--- config.mk ---
export PLATFORM = sky130hd
export DESIGN_NAME = sbox_layer_scheduler
export DESIGN_NICKNAME = d
export VERILOG_FILES = /design/src/rtl/ublock_ti_pkg.sv /design/src/rtl/nibble_valid_pipe.sv /design/src/rtl/sbox_layer_scheduler.sv
export SDC_FILE = /design/constraint.sdc
export NUM_CORES = 1
export LEC_CHECK = 0
export CORE_MARGIN = 4
export CORE_UTILIZATION = 35
export CTS_BUF_LIST = sky130_fd_sc_hd__clkbuf_2
export CTS_CLUSTER_DIAMETER = 100
export DETAILED_ROUTE_END_ITERATION = 6
export GPL_ROUTABILITY_DRIVEN = 0
export HOLD_SLACK_MARGIN = 0.1
export PLACE_DENSITY = 0.72
export RECOVER_POWER = 100
export SYNTH_ARGS = -nofsm -noshare
export SYNTH_HDL_FRONTEND = slang
export SYNTH_SLANG_ARGS = --single-unit
--- constraint.sdc ---
create_clock -name clk -period 4.5 [get_ports clk]
set_clock_uncertainty 0.1 [all_clocks]
set_input_delay 1.125 -clock clk [delete_from_list [all_inputs] [get_ports clk]]
set_output_delay 1.125 -clock clk [all_outputs]
set_load 0.02 [all_outputs]
--- src/rtl/ublock_ti_pkg.sv ---
// Shared constants and FSM encoding for the two-share uBlock S-box layer scheduler.
package ublock_ti_pkg;
  localparam int NIBBLES_DEF  = 32;
  localparam int SBOX_LAT_DEF = 2;
  localparam int IDX_W_DEF    = $clog2(NIBBLES_DEF);

  typedef enum logic [1:0] {
    IDLE  = 2'd0,
    FEED  = 2'd1,
    DRAIN = 2'd2
  } fsm_e;

  // Nibble-index width, kept at least one bit for degenerate sizes.
  function automatic int idx_w(input int n);
    return (n > 1) ? $clog2(n) : 1;
  endfunction
endpackage

--- src/rtl/nibble_valid_pipe.sv ---
// Delay line carrying the fed nibble index alongside the S-box pipeline latency.
module nibble_valid_pipe #(
  parameter int DEPTH = 2,
  parameter int IW    = 5
) (
  input  logic          clk,
  input  logic          rstn,
  input  logic          i_vld,
  input  logic [IW-1:0] i_idx,
  output logic          o_vld,
  output logic [IW-1:0] o_idx
);
  generate
    if (DEPTH == 0) begin : g_bypass
      assign o_vld = i_vld;
      assign o_idx = i_idx;
    end else begin : g_pipe
      logic [DEPTH-1:0]         r_vld_pipe;
      logic [DEPTH-1:0][IW-1:0] r_idx_pipe;

      always_ff @(posedge clk or negedge rstn) begin
        if (!rstn) begin
          r_vld_pipe <= '0;
          r_idx_pipe <= '0;
        end else begin
          r_vld_pipe[0] <= i_vld;
          r_idx_pipe[0] <= i_idx;
          for (int s = 1; s < DEPTH; s++) begin
            r_vld_pipe[s] <= r_vld_pipe[s-1];
            r_idx_pipe[s] <= r_idx_pipe[s-1];
          end
        end
      end

      assign o_vld = r_vld_pipe[DEPTH-1];
      assign o_idx = r_idx_pipe[DEPTH-1];
    end
  endgenerate
endmodule

--- src/rtl/sbox_layer_scheduler.sv ---
// Streams one nibble pair per cycle through an external shared S-box and
// reassembles both output shares, pulsing done when the layer is complete.
module sbox_layer_scheduler
  import ublock_ti_pkg::*;
#(
  parameter int NIBBLES  = NIBBLES_DEF,
  parameter int SBOX_LAT = SBOX_LAT_DEF
) (
  input  logic                 clk,
  input  logic                 rstn,
  input  logic                 start,
  input  logic [4*NIBBLES-1:0] state_s0_i,
  input  logic [4*NIBBLES-1:0] state_s1_i,
  input  logic [3:0]           rnd_i,
  output logic                 rnd_req,
  output logic [3:0]           sb_d0c0b0a0,
  output logic [3:0]           sb_d1c1b1a1,
  output logic [3:0]           sb_guards,
  input  logic [3:0]           sb_h0g0f0e0,
  input  logic [3:0]           sb_h1g1f1e1,
  output logic                 busy,
  output logic                 done,
  output logic [4*NIBBLES-1:0] state_s0_o,
  output logic [4*NIBBLES-1:0] state_s1_o
);
  localparam int W  = 4 * NIBBLES;
  localparam int IW = idx_w(NIBBLES);
  localparam logic [IW-1:0] LAST = IW'(NIBBLES - 1);

  fsm_e          r_state;
  logic [IW-1:0] r_cnt;
  logic [W-1:0]  r_s0, r_s1;
  logic [W-1:0]  r_s0_o, r_s1_o;
  logic          r_done;

  logic          w_feed;
  logic          w_vld;
  logic [IW-1:0] w_idx;

  assign w_feed = (r_state == FEED);

  // Share paths stay separate: share k of the state only ever reaches port k.
  assign sb_d0c0b0a0 = w_feed ? r_s0[{r_cnt, 2'b00} +: 4] : 4'h0;
  assign sb_d1c1b1a1 = w_feed ? r_s1[{r_cnt, 2'b00} +: 4] : 4'h0;
  assign sb_guards   = w_feed ? rnd_i : 4'h0;
  assign rnd_req     = w_feed;

  assign busy       = (r_state != IDLE) || r_done;
  assign done       = r_done;
  assign state_s0_o = r_s0_o;
  assign state_s1_o = r_s1_o;

  nibble_valid_pipe #(
    .DEPTH(SBOX_LAT),
    .IW   (IW)
  ) u_vpipe (
    .clk  (clk),
    .rstn (rstn),
    .i_vld(w_feed),
    .i_idx(r_cnt),
    .o_vld(w_vld),
    .o_idx(w_idx)
  );

  always_ff @(posedge clk or negedge rstn) begin
    if (!rstn) begin
      r_state <= IDLE;
      r_cnt   <= '0;
      r_s0    <= '0;
      r_s1    <= '0;
      r_done  <= 1'b0;
    end else begin
      r_done <= 1'b0;
      case (r_state)
        IDLE: begin
          if (start) begin
            r_state <= FEED;
            r_cnt   <= '0;
            r_s0    <= state_s0_i;
            r_s1    <= state_s1_i;
          end
        end
        FEED: begin
          if (r_cnt == LAST) r_state <= DRAIN;
          else               r_cnt   <= r_cnt + 1'b1;
        end
        DRAIN:   ;
        default: r_state <= IDLE;
      endcase
      // Completion keys off the last write, which also covers zero latency.
      if (w_vld && (w_idx == LAST)) begin
        r_state <= IDLE;
        r_done  <= 1'b1;
      end
    end
  end

  always_ff @(posedge clk or negedge rstn) begin
    if (!rstn) begin
      r_s0_o <= '0;
      r_s1_o <= '0;
    end else if (w_vld) begin
      r_s0_o[{w_idx, 2'b00} +: 4] <= sb_h0g0f0e0;
      r_s1_o[{w_idx, 2'b00} +: 4] <= sb_h1g1f1e1;
    end
  end
endmodule

Word level (Yosys, flattened, before mapping)
Index checks and enable logic that the tools add are counted.
{"block": "op_classes", "n_mux": 13, "add_sub_neg": 2, "n_eq_ne": 9, "reduce_logical": 8, "shifts": 5}
{"operator": "128-bit bitwise mux", "n": 2}
{"operator": "128-bit by 8-bit variable part select with 4-bit output", "n": 2}
{"operator": "4-bit by 9-bit variable part select with 128-bit output", "n": 2}
{"operator": "4-bit by 9-bit variable shift with 128-bit output, first input constant", "n": 1}
{"operator": "4-bit 2-to-1 mux", "n": 3}
{"operator": "5-bit equality test, second input constant", "n": 2}
{"operator": "5-bit 2-to-1 mux", "n": 2}
{"operator": "5-bit one-hot mux with 2 select lines", "n": 1}
{"operator": "7-bit negation with 9-bit output", "n": 1}
{"operator": "2-bit 2-to-1 mux", "n": 3}
{"operator": "2-bit inequality test, second input constant", "n": 3}
{"operator": "3-bit inequality test, second input constant", "n": 2}
{"operator": "2-bit one-hot mux with 3 select lines", "n": 1}
{"operator": "3-bit AND reduction", "n": 2}
{"operator": "5-bit by 1-bit adder with 5-bit output, second input constant", "n": 1}
{"operator": "2-bit nonzero test", "n": 2}
{"operator": "2-bit by 1-bit equality test with 1-bit output, second input constant", "n": 1}
{"operator": "2-bit equality test, second input constant", "n": 1}
{"operator": "2-bit zero test", "n": 1}
{"operator": "2-bit AND reduction", "n": 1}
{"operator": "1-bit logical AND", "n": 1}
{"operator": "1-bit logical OR", "n": 1}
{"operator": "1-bit 2-to-1 mux", "n": 1}
{"block": "word_totals", "out_inout_bits": 271, "inputBits": 271, "wordCells": 47, "regBits": 532}

Depth between registers and ports, before layout
Gate-level depths: netlist of the first run.
{"block": "depth", "depth_word": 4, "mapped_depth": 11, "ltp_nobuf": 7}

Modules after synthesis
Synthesis of the first run repeated with hierarchy kept, for this count alone.
{"block": "unflattened", "cells_unflattened": 1421, "hier_area_um2": 22515.3}
{"module": "sbox_layer_scheduler", "seq_area_each_um2": 13012.5, "area_each_um2": 22177.5, "instances": 1, "cells_each": 1404}
{"module": "nibble_valid_pipe", "seq_area_each_um2": 300.3, "area_each_um2": 337.8, "instances": 1, "cells_each": 17}

Least setup slack after synthesis of the first run
No wires, ideal clock.
{"block": "synth_timing", "path_type": "reg2out", "startpoint": "register r_cnt[0]", "endpoint": "output sb_d0c0b0a0[1]", "arrival_ps": 2214, "n_path_buf": 3, "path_slack_ps": 1061, "required_time_ps": 3275, "path_stages_with_launch": 7, "path_cell_list": "dfrtp_1 > buf_2 > buf_2 > buf_2 > mux4_2 > a221oi_1 > a21oi_1"}
{"block": "synth_between", "elab_chain_cells": 2}
{"element": "from (decl)", "line": "sbox_layer_scheduler.sv:31", "rtl": "logic [IW-1:0] r_cnt;"}
{"element": "from (signal assigned)", "line": "sbox_layer_scheduler.sv:85", "rtl": "else r_cnt <= r_cnt + 1'b1;"}
{"element": "128-bit by 8-bit variable part select with 4-bit output", "line": "sbox_layer_scheduler.sv:43", "rtl": "assign sb_d0c0b0a0 = w_feed ? r_s0[{r_cnt, 2'b00} +: 4] : 4'h0;"}
{"element": "4-bit 2-to-1 mux", "line": "sbox_layer_scheduler.sv:43"}
{"element": "to (decl)", "line": "sbox_layer_scheduler.sv:16", "rtl": "output logic [3:0] sb_d0c0b0a0,"}
No other way between the ends.

Final worst setup path of the first run
Same ends and word-level chain as after synthesis.

==> qor.csv, run 1 <==
stage,metric,value,unit
run_status,status,"finished, violations left",
run_status,failing checks,negative setup slack,
power_and_ir_drop,Seq pwr share,0.377,
sta,setup_tns,-41.1,ps
clock_network,"Clk Latency, worst-skew pair",1240,ps
logic_synthesis,post-synth cell types,46,
worst_setup_path,cell count of the worst reg-to-reg path,8,
clock_network,CTS root buf,clkbuf_2,
sta,slew margin rel.,0.305,
grt,remaining global-route overflow,0,
route,drt first pass iters,5,
clock_network,"CTS clk-pin slew, worst paths",90,ps
power_and_ir_drop,Peak VDD IR,0.315,mV
route,via/cell ratio,5.02,
worst_hold_path,WHS Endpoint,u_vpipe.g_pipe.r_vld_pipe[1],
worst_setup_path,Worst R2R Start,u_vpipe.o_idx[0],
die,IO Pins,542,
grt,Total Routing Usage GR,0.210,
worst_setup_path,CP Class,reg2out,
worst_setup_path,Worst EP arrival,3300,ps
route,WL final,72300,microns
die,DIE WIDTH,261,microns
die,# rows,92,
logic_synthesis,Synth Cell Area,22400,sq um
layout,Synth-to-Final Area Change,36.7,%
worst_setup_path,RR Endpoint,state_s1_o[46],
worst_setup_path,worst reg2reg setup slack,860,ps
sta,endpoints failing setup,3,
clock_network,CTS Buffer Depth,3,
worst_setup_path,Top Family by Delay on Critical Path,multiplexers,
route,Final ANT Viol Nets,0,
worst_setup_path,Max Fanout on Critical Path,6,
route,total number of vias,15200,
route,DR iter-0 viols,785,
logic_synthesis,Post-synth top flop,dfrtp_1,
grt,largest net degree at the start of global routing,98,
worst_setup_path,crit path cell chain,buf_8 > mux4_2 > mux2i_4 > nor2_2 > a221oi_2 > a21oi_1 > buf_4,
logic_synthesis,register bit total from synthesis,532,
power_and_ir_drop,NetSw,8.42,mW
logic_synthesis,post-synth top area share,0.593,
logic_synthesis,most frequent cell after synthesis,dfrtp_1,
sta,min Tclk post-route,4520,ps
worst_hold_path,Hold Path Cell Cnt,0,
die,Core ar.,63300,sq um
worst_setup_path,Worst Path Required,3270,ps
clock_network,H-tree depth,4,
power_and_ir_drop,Clk pwr share,0.150,
die,initial core utilization,0.354,
logic_synthesis,"Async S/R FF share, synth",1.00,
clock_network,TritonCTS buffer count,141,
logic_synthesis,sequential element share of the synthesized area,0.593,
power_and_ir_drop,Gate power share,0.473,
logic_synthesis,gate count after technology mapping,1416,
power_and_ir_drop,Sw Ratio,0.379,
sta,RSZ-0062 raised after global routing,yes,
placement,dpl hpwl,54800,microns
worst_setup_path,CP max-delay cell,mux4_2,
sta,Final WS setup,-21.5,ps
worst_setup_path,CP startpoint kind,flip-flop,
logic_synthesis,"Avg Cell Area, Syn",15.8,sq um
logic_synthesis,synth warn,0,
grt,vias in the first global route,16600,
worst_setup_path,CP Capture Type,primary output,
route,WL/cell,23.9,microns
logic_synthesis,Synth area leader,dfrtp_1,
logic_synthesis,syn nets,1693,
logic_synthesis,Synth area leaders,"dfrtp_1 59%, mux2_2 25%, mux4_2 6.4%",
placement,post-place setup slack,331,ps
sta,period utilization,1.00,
logic_synthesis,most frequent cells after synthesis,"532 x dfrtp_1, 493 x mux2_2, 64 x mux4_2, 45 x clkbuf_1, 41 x nor2_1",
layout,Register Area,13300,sq um
clock_network,CTS tree,yes,
logic_synthesis,"EDFF count, synth",0,
power_and_ir_drop,power per cell area,724,nW/um^2
layout,Nets,2352,
power_and_ir_drop,Pleak,13.4,nW
power_and_ir_drop,Int Power,13.8,mW
sta,Fin. Hold Viols,0,
job,max-cap violations,0,
clock_network,clk sinks,532,
grt,first-pass GRT wire length,106000,microns
worst_hold_path,HP Class,reg2reg,
layout,Fillers,5471,
die,Die Area,68200,sq um
layout,area of the multi-input gates,9010,sq um
sta,"Slew Viols, Final",0,
worst_setup_path,worst path bufs/invs,2,
worst_setup_path,crit-path max cell delay,530,ps
route,drt drc,0,
grt,initial antenna violation count,18,
sta,f_max,0.221,GHz
placement,Buffers on Ports,541,
worst_hold_path,hold wc startpoint,u_vpipe.g_pipe.r_vld_pipe[0],
sta,Tightest Pin Transition,1040,ps
layout,layout cell share with drive strength beyond 1,0.413,
die,Chip Height,261,microns
## flip-flops by register name, summed over array words and instances (netlist names)
| signal | cells |
|---|---|
| done | 1 |
| r_cnt | 5 |
| r_s0 | 128 |
| r_s1 | 128 |
| r_state | 2 |
| state_s0_o | 128 |
| state_s1_o | 128 |
| u_vpipe.g_pipe.r_idx_pipe | 5 |
| u_vpipe.g_pipe.r_vld_pipe | 2 |
| u_vpipe.o_idx | 5 |
## cells in the final DEF, fill, tap and decap left out, types with 6 or more instances in the layout
cell             instances
a221o_1                  8
clkinv_2                 6
mux2i_4                  6
nor2_1                  36
diode_2                  6
buf_4                   39
nand2_1                 18
mux2_4                   8
nor2_2                  17
mux2_1                  14
and2_1                  22
clkinv_1                24
clkdlybuf4s50_1        532
mux2_2                 493
nand3_1                  6
ha_1                     6
mux2i_2                  7
mux4_2                  64
mux2i_1                 11
a21oi_1                  9
buf_12                   9
dfrtp_1                529
clkbuf_2               197
nor2b_1                  8
inv_2                    6
and3_1                  23
## worst max-delay path by stage
stage	start	to	cells after the start
CTS	r_cnt[0]	sb_d0c0b0a0[1]	7
detailed placement	r_cnt[0]	sb_d1c1b1a1[3]	6
floorplan	r_cnt[0]	sb_d0c0b0a0[1]	6
finish	r_cnt[0]	sb_d0c0b0a0[1]	7
global route	r_cnt[0]	sb_d0c0b0a0[3]	7
global placement	r_cnt[0]	sb_d1c1b1a1[1]	6
## routing by layer
metal / part of all wire / vias up / routed length (microns) / track usage
met5: 0.0015 / - / 112 / 0
met4: 0.026 / 16 / 1880 / 0.0699
met3: 0.087 / 130 / 6290 / 0.0706
met2: 0.52 / 635 / 37800 / 0.376
met1: 0.36 / 7777 / 26200 / 0.237
li1: - / 6608 / - / -
## power by group through the flow
stage | combinational (mW) | clock, mW | sequential [mW]
3_3_place_gp | 9.64 | 0 | 8.47
4_1_cts | 10.6 | 3.49 | 8.39
2_1_floorplan | 5.27 | 0 | 8.70
3_5_place_dp | 9.86 | 0 | 8.55
6_report | 10.5 | 3.34 | 8.36
5_1_grt | 11.1 | 3.73 | 8.57
## what timing repair did
action / 4_1_cts / 5_1_grt
hold buffers: 1 / 0
setup endpoints to repair: 12 / 8
hold endpoints to repair: 70 / 0
pin swaps: 2 / 3
cloned: 2 / 0
setup buffers: 9 / 1
resized for setup: 84 / 15
## cell type report
cell class,count,area share
repair buffers,592,0.196
flip-flops and latches,532,0.434
inverters,3,0.000490
well taps,846,0.0345
clock inverters,43,0.00865
multi-input cells,805,0.294
diodes,6,0.000490
clock buffers,197,0.0322
## per-stage QoR
step	hold WS [ps]	power (mW)	area, sq um	cells	utilization
floorplan	231	14.0	22400	1416	-
global route	229	23.4	30700	3019	0.484
CTS	174	22.4	30600	3018	0.484
detailed placement	237	18.4	29000	2766	0.458
global placement	234	18.1	29000	2766	0.458
finish	258	22.2	30700	3024	0.484
## logic make-up (layout without fill, tap and decap cells)
| group | count (synthesis) | after routing | share of synthesized area |
|---|---|---|---|
| DFF | 532 | 532 | 0.593 |
| AOI/OAI and AO/OA | 40 | 40 | 0.0139 |
| and+or+nand+nor | 150 | 150 | 0.0368 |
| buffers and inverters | 79 | 835 | 0.0150 |
| other | 0 | 6 | 0 |
| adders and majority gates | 6 | 6 | 0.00335 |
| xor gates and xnor gates | 6 | 6 | 0.00268 |
| muxes | 603 | 603 | 0.335 |
(Power assumes the default switching activity.)
==> inputs of run 2 (changes only) <==
Settings changed: CORE_UTILIZATION 35 to 53, PLACE_DENSITY 0.72 to 0.95, SLEW_MARGIN from default to 20.
==> qor.csv, run 2 (synthesis gave the netlist of run 1 again) <==
stage,metric,value,unit,change
sta,endpoints failing setup,0,,-3
power_and_ir_drop,Int Power,13.7,mW,-0.32%
die,# rows,75,,-18%
grt,largest net degree at the start of global routing,144,,+47%
die,DIE WIDTH,214,microns,-18%
clock_network,CTS tree,yes,,
clock_network,"CTS clk-pin slew, worst paths",90,ps,about the same
run_status,status,"finished, violations left",,
power_and_ir_drop,Sw Ratio,0.381,,+0.00147
layout,most frequent cells in the layout,"532 x clkdlybuf4s50_1, 529 x dfrtp_1, 489 x mux2_2",,
power_and_ir_drop,power per cell area,739,nW/um^2,+2.1%
route,drt drc,0,,unchanged
grt,remaining global-route overflow,0,,unchanged
sta,"Slew Viols, Final",374,,+374
worst_setup_path,Worst EP arrival,3250,ps,-50 ps
power_and_ir_drop,Pleak,13.3,nW,-0.65%
die,Core ar.,41900,sq um,-34%
layout,Util after Layout,0.717,,+0.232
clock_network,"Clk Latency, worst-skew pair",1090,ps,-150 ps
route,DR iter-0 viols,1289,,+64%
worst_setup_path,most common cell type on the critical path,buf_12,,
clock_network,CTS root buf,clkbuf_2,,
power_and_ir_drop,NetSw,8.44,mW,+0.31%
route,total number of vias,15700,,+3.3%
worst_setup_path,RR Endpoint,r_cnt[0],,
clock_network,TritonCTS buffer count,138,,-2.1%
worst_setup_path,Max Fanout on Critical Path,5,,-1
sta,RSZ-0062 raised after global routing,yes,,
die,Die Area,45700,sq um,-33%
die,initial core utilization,0.536,,+0.182
grt,Total Routing Usage GR,0.304,,+0.0940
clock_network,H-tree depth,4,,unchanged
clock_network,clk sinks,532,,unchanged
route,WL/cell,26.0,microns,+8.6%
run_status,failing checks,"max-capacitance violations, max-slew violations",,
sta,setup_tns,0,ps,+41.1 ps
layout,Nets,2343,,-0.38%
worst_setup_path,Worst Path Required,3270,ps,about the same
sta,Tightest Pin Transition,3450,ps,+2410 ps
worst_setup_path,critical path depth,9,,+2
sta,slew margin rel.,-1.30,,-1.60
worst_setup_path,cell count of the worst reg-to-reg path,4,,-4
worst_setup_path,Top Family by Delay on Critical Path,multiplexers,,
worst_setup_path,CP endpoint,sb_d1c1b1a1[0],,
sta,period utilization,0.995,,-0.0102
die,Chip Height,214,microns,-18%
power_and_ir_drop,Seq pwr share,0.381,,+0.004
job,max-cap violations,3,,+3
sta,Fin. Hold Viols,0,,unchanged
placement,Buffers on Ports,541,,unchanged
worst_setup_path,worst path bufs/invs,4,,+2
placement,dpl hpwl,51800,microns,-5.3%
worst_setup_path,crit path cell chain,buf_12 > buf_8 > buf_12 > mux4_2 > mux2i_1 > nor2_1 > a221oi_2 > a21oi_2 > buf_6,,
sta,min Tclk post-route,4480,ps,-45.9 ps
route,WL final,69900,microns,-3.4%
sta,f_max,0.223,GHz,+1.0%
layout,"commonest non-fill, non-tap cell in the layout",clkdlybuf4s50_1,,
grt,initial antenna violation count,4,,-14
worst_setup_path,worst setup path start,r_cnt[0],,
grt,first-pass GRT wire length,104000,microns,-2.3%
route,drt first pass iters,6,,+1
layout,Synth-to-Final Area Change,33.7,%,
worst_setup_path,worst reg2reg setup slack,180,ps,-680 ps
worst_setup_path,CP startpoint kind,flip-flop,,
worst_hold_path,HP Class,reg2reg,,
worst_setup_path,CP Class,reg2out,,
worst_setup_path,CP Capture Type,primary output,,
route,Final ANT Viol Nets,0,,unchanged
die,IO Pins,542,,unchanged
worst_setup_path,CP max-delay cell,dfrtp_4,,
worst_setup_path,crit-path max cell delay,550,ps,+20 ps
power_and_ir_drop,Peak VDD IR,0.724,mV,+130%
clock_network,CTS Buffer Depth,3,,unchanged
route,via/cell ratio,5.82,,+16%
grt,vias in the first global route,17000,,+2.6%
worst_setup_path,Worst R2R Start,r_state[0],,
power_and_ir_drop,Gate power share,0.476,,+0.003
layout,layout cell share with drive strength beyond 1,0.402,,-0.0114
power_and_ir_drop,Clk pwr share,0.144,,-0.006
[run 2: cell count changes in the layout (fill, tap and decap cells not counted), sizes merged]
cell      change
clkinv       -10
buf          -18
diode         -3
clkbuf        +7
clkinvlp      -3
inv           +2
bufinv        -1
[run 2: layout make-up]
| type | count | area, sq um |
|---|---|---|
| Timing Repair Buffer | 586 | 5940 |
| Antenna cell | 3 | 7.51 |
| Clock buffer | 192 | 961 |
| Tap cell | 539 | 674 |
| Sequential cell | 532 | 13300 |
| Clock inverter | 31 | 175 |
| Multi-Input combinational cell | 805 | 8910 |
| Fill cell | 2519 | 11900 |
| Inverter | 3 | 11.3 |
[run 2: power groups by stage]
stage	Combinational (mW)	Sequential [mW]	Clock, mW
after CTS	10.3	8.38	3.25
after floorplan	5.27	8.70	0
after global routing	11.1	8.60	3.52
final	10.6	8.44	3.18
after detailed placement	9.73	8.55	0
after global placement	9.32	8.45	0
[run 2: per-stage QoR]
stage / hold WS [ps] / setup WS, ps / cell area (sq um) / total power, mW / instances
finish: 250 / 24.4 / 30000 / 22.2 / 2691
global route: 247 / -144 / 30000 / 23.2 / 2691
CTS: 245 / -120 / 30100 / 22.0 / 2688
detailed placement: 240 / 275 / 28600 / 18.3 / 2449
global placement: 231 / 359 / 28600 / 17.8 / 2449
floorplan: 231 / 1060 / 22400 / 14.0 / 1416
[run 2: worst register-to-register path, stage by stage, from the launching register on]
cell      delay (ps)
dfrtp_1          430
nor3b_1          280
clkbuf_2        2420
nor2_1           510
mux2_2           470
[run 2: metal layers]
metal / up-vias / routed length (microns) / track usage
met5: - / 18 / 0
met4: 2 / 3420 / 0.154
met3: 203 / 5880 / 0.0787
met2: 945 / 35700 / 0.520
met1: 7985 / 24800 / 0.359
li1: 6539 / - / -
[run 2: timing repair]
| action | CTS | global route |
|---|---|---|
| setup buffers | 12 | 0 |
| gates resized for setup | 79 | 8 |
| cloned | 3 | 0 |
| setup endpoints to repair | 9 | 8 |
| endpoints found under the hold margin | 103 | 0 |
| hold buffers | 1 | 0 |
| pin swaps | 9 | 2 |
[run 2: worst min path at each step]
| stage | depth (start not counted) | slack, ps | endpoint | from |
|---|---|---|---|---|
| after global placement | 0 | 230 | u_vpipe.o_idx[2] | u_vpipe.g_pipe.r_idx_pipe[2] |
| after CTS | 0 | 240 | u_vpipe.o_idx[2] | u_vpipe.g_pipe.r_idx_pipe[2] |
| after detailed placement | 0 | 240 | u_vpipe.o_idx[2] | u_vpipe.g_pipe.r_idx_pipe[2] |
| after global routing | 0 | 250 | u_vpipe.o_idx[2] | u_vpipe.g_pipe.r_idx_pipe[2] |
| final | 0 | 250 | u_vpipe.o_idx[2] | u_vpipe.g_pipe.r_idx_pipe[2] |
| after floorplan | 0 | 230 | u_vpipe.g_pipe.r_vld_pipe[1] | u_vpipe.g_pipe.r_vld_pipe[0] |
==> inputs of run 3 (changes only) <==
Settings changed: CORE_MARGIN 4 to 1.5.
==> qor.csv, run 3 (synthesis gave the netlist of run 1 again) <==
stage,metric,value,unit,change
power_and_ir_drop,Int Power,13.6,mW,-0.83%
sta,min Tclk post-route,4600,ps,+125 ps
sta,period utilization,1.02,,+0.0278
worst_setup_path,CP startpoint kind,flip-flop,,
die,# rows,75,,unchanged
route,WL/cell,25.5,microns,-1.9%
layout,Synth-to-Final Area Change,33.9,%,
worst_hold_path,HP Class,reg2reg,,
sta,Final WS setup,-101,ps,-125 ps
clock_network,CTS Buffer Depth,3,,unchanged
power_and_ir_drop,Pleak,13.4,nW,+0.35%
placement,Post-DP Area,28500,sq um,-0.11%
run_status,failing checks,negative setup slack,,
clock_network,H-tree depth,4,,unchanged
worst_setup_path,worst setup path start,r_cnt[0],,
sta,RSZ-0062 raised after global routing,yes,,
power_and_ir_drop,Sw Ratio,0.382,,+0.000903
worst_setup_path,CP Class,reg2out,,
grt,first-pass GRT wire length,104000,microns,-0.15%
power_and_ir_drop,Peak VDD IR,0.585,mV,-19%
worst_setup_path,crit path cell chain,buf_16 > mux4_2 > mux2i_1 > a221o_1 > a31oi_4 > buf_2,,
worst_setup_path,CP max-delay cell,dfrtp_4,,
clock_network,CTS tree,yes,,
layout,Util after Layout,0.718,,+0.00102
placement,post-place setup slack,344,ps,+68.8 ps
power_and_ir_drop,NetSw,8.41,mW,-0.45%
run_status,status,"finished, violations left",,
power_and_ir_drop,Clk pwr share,0.147,,+0.003
clock_network,clk sinks,532,,unchanged
die,Chip Height,209,microns,-2.3%
die,Die Area,43600,sq um,-4.6%
placement,placed insts,2453,,+0.16%
layout,Fillers,2495,,-0.95%
grt,remaining global-route overflow,0,,unchanged
route,via/cell ratio,5.86,,+0.59%
die,IO Pins,542,,unchanged
route,drt first pass iters,5,,-1
layout,Nets,2352,,+0.38%
power_and_ir_drop,Gate power share,0.471,,-0.005
worst_setup_path,Worst EP arrival,3380,ps,+130 ps
route,DR iter-0 viols,1360,,+5.5%
worst_setup_path,cell count of the worst reg-to-reg path,7,,+3
die,DIE WIDTH,209,microns,-2.3%
clock_network,TritonCTS buffer count,137,,-0.72%
worst_setup_path,CP Capture Type,primary output,,
grt,Total Routing Usage GR,0.317,,+0.0128
layout,"commonest non-fill, non-tap cell in the layout",clkdlybuf4s50_1,,
placement,dpl hpwl,48500,microns,-6.5%
sta,Tightest Pin Transition,1030,ps,-2420 ps
die,Core ar.,41900,sq um,unchanged
worst_setup_path,critical path depth,6,,-3
route,total number of vias,15800,,+0.78%
sta,endpoints failing setup,8,,+8
worst_setup_path,Top Family by Delay on Critical Path,multiplexers,,
sta,Fin. Hold Viols,0,,unchanged
route,drt drc,0,,unchanged
clock_network,"CTS clk-pin slew, worst paths",110,ps,+20 ps
grt,largest net degree at the start of global routing,146,,+1.4%
sta,slew margin rel.,0.312,,+1.61
grt,initial antenna violation count,4,,unchanged
worst_setup_path,Worst Path Required,3270,ps,about the same
layout,most frequent cells in the layout,"532 x clkdlybuf4s50_1, 529 x dfrtp_1, 493 x mux2_2",,
worst_setup_path,crit-path max cell delay,580,ps,+30 ps
layout,layout cell share with drive strength beyond 1,0.407,,+0.00529
sta,"Slew Viols, Final",0,,-100%
worst_setup_path,worst path bufs/invs,2,,-2
job,max-cap violations,0,,-3
clock_network,CTS root buf,clkbuf_2,,
worst_setup_path,Max Fanout on Critical Path,14,,+9
layout,Final Cell Area,30000,sq um,+0.14%
clock_network,"Clk Latency, worst-skew pair",1100,ps,about the same
worst_setup_path,RR Endpoint,state_s0_o[0],,
route,Final ANT Viol Nets,0,,unchanged
grt,vias in the first global route,17100,,+0.18%
power_and_ir_drop,Seq pwr share,0.383,,+0.002
worst_setup_path,Worst R2R Start,u_vpipe.o_idx[0],,
power_and_ir_drop,power per cell area,733,nW/um^2,-0.82%
route,WL final,68700,microns,-1.7%
worst_setup_path,CP endpoint,sb_d0c0b0a0[0],,
worst_setup_path,worst reg2reg setup slack,1150,ps,+970 ps
layout,final std cells w/o fill,2696,,+0.19%
die,initial core utilization,0.536,,unchanged
placement,Buffers on Ports,541,,unchanged
sta,f_max,0.217,GHz,-2.7%
## run 3: changes by cell type in the layout (fill, tap and decap cells not counted), sizes merged
cell,before,now
buf,41,63
clkbuf,204,194
clkinv,22,14
bufinv,2,3
diode,3,4
inv,10,9
## run 3: power by group through the flow
stage                     Clock [mW]  Sequential (mW)  Combinational (mW)
after detailed placement           0             8.45                9.69
after global placement             0             8.31                9.33
after global routing            3.56             8.61                10.8
final                           3.23             8.43                10.4
after floorplan                    0             8.70                5.27
after CTS                       3.29             8.31                10.1
## run 3: per-layer routing
| metal | vias up | track usage | share of wire |
|---|---|---|---|
| li1 | 6535 | - | - |
| met1 | 8119 | 0.373 | 0.36 |
| met2 | 945 | 0.535 | 0.50 |
| met3 | 197 | 0.0757 | 0.081 |
| met4 | 0 | 0.179 | 0.052 |
| met5 | - | 0 | 0 |
## run 3: worst reg2reg max path, delay by kind of cell (launching register included)
kind / cells / cell delay (ps)
and+or+nand+nor: 4 / 1410
DFF: 1 / 810
muxes: 1 / 430
adders and majority gates: 1 / 350
buffers and inverters: 1 / 140
## run 3: how the worst min path moves through the flow
stage / start / end / slack, ps / depth (start not counted)
after floorplan: u_vpipe.g_pipe.r_vld_pipe[0] / u_vpipe.g_pipe.r_vld_pipe[1] / 230 / 0
after CTS: u_vpipe.g_pipe.r_idx_pipe[0] / u_vpipe.o_idx[0] / 200 / 0
after global placement: u_vpipe.g_pipe.r_idx_pipe[0] / u_vpipe.o_idx[0] / 240 / 0
final: u_vpipe.g_pipe.r_idx_pipe[0] / u_vpipe.o_idx[0] / 240 / 0
after global routing: u_vpipe.g_pipe.r_idx_pipe[0] / u_vpipe.o_idx[0] / 200 / 0
after detailed placement: u_vpipe.g_pipe.r_idx_pipe[0] / u_vpipe.o_idx[0] / 240 / 0
## run 3: cell type report
cell class                 instances  area (sq um)  share of cell area
inverter                           3          11.3            0.000375
antenna                            4          10.0            0.000333
timing repair buffer             596          6010               0.200
clock buffer                     194           971              0.0323
sequential                       532         13300               0.443
multi-input combinational        805          8870               0.295
clock inverter                    23           169             0.00562
tap                              539           674              0.0224
## run 3: timing repair
| item | 4_1_cts | 5_1_grt |
|---|---|---|
| buffers inserted | 15 | 4 |
| hold buffers | 1 | 0 |
| cloned | 2 | 0 |
| hold endpoints to repair | 82 | 0 |
| gates resized for setup | 66 | 9 |
| pin swaps | 7 | 5 |
| setup endpoints to repair | 8 | 8 |
## run 3: per-stage QoR
stage                     hold slack [ps]  setup TNS, ps  total power [mW]
after CTS                             201           -797              21.8
after global routing                  202          -1370              23.0
after floorplan                       231              0              14.0
final                                 239           -452              22.0
after global placement                237              0              17.6
after detailed placement              237              0              18.1
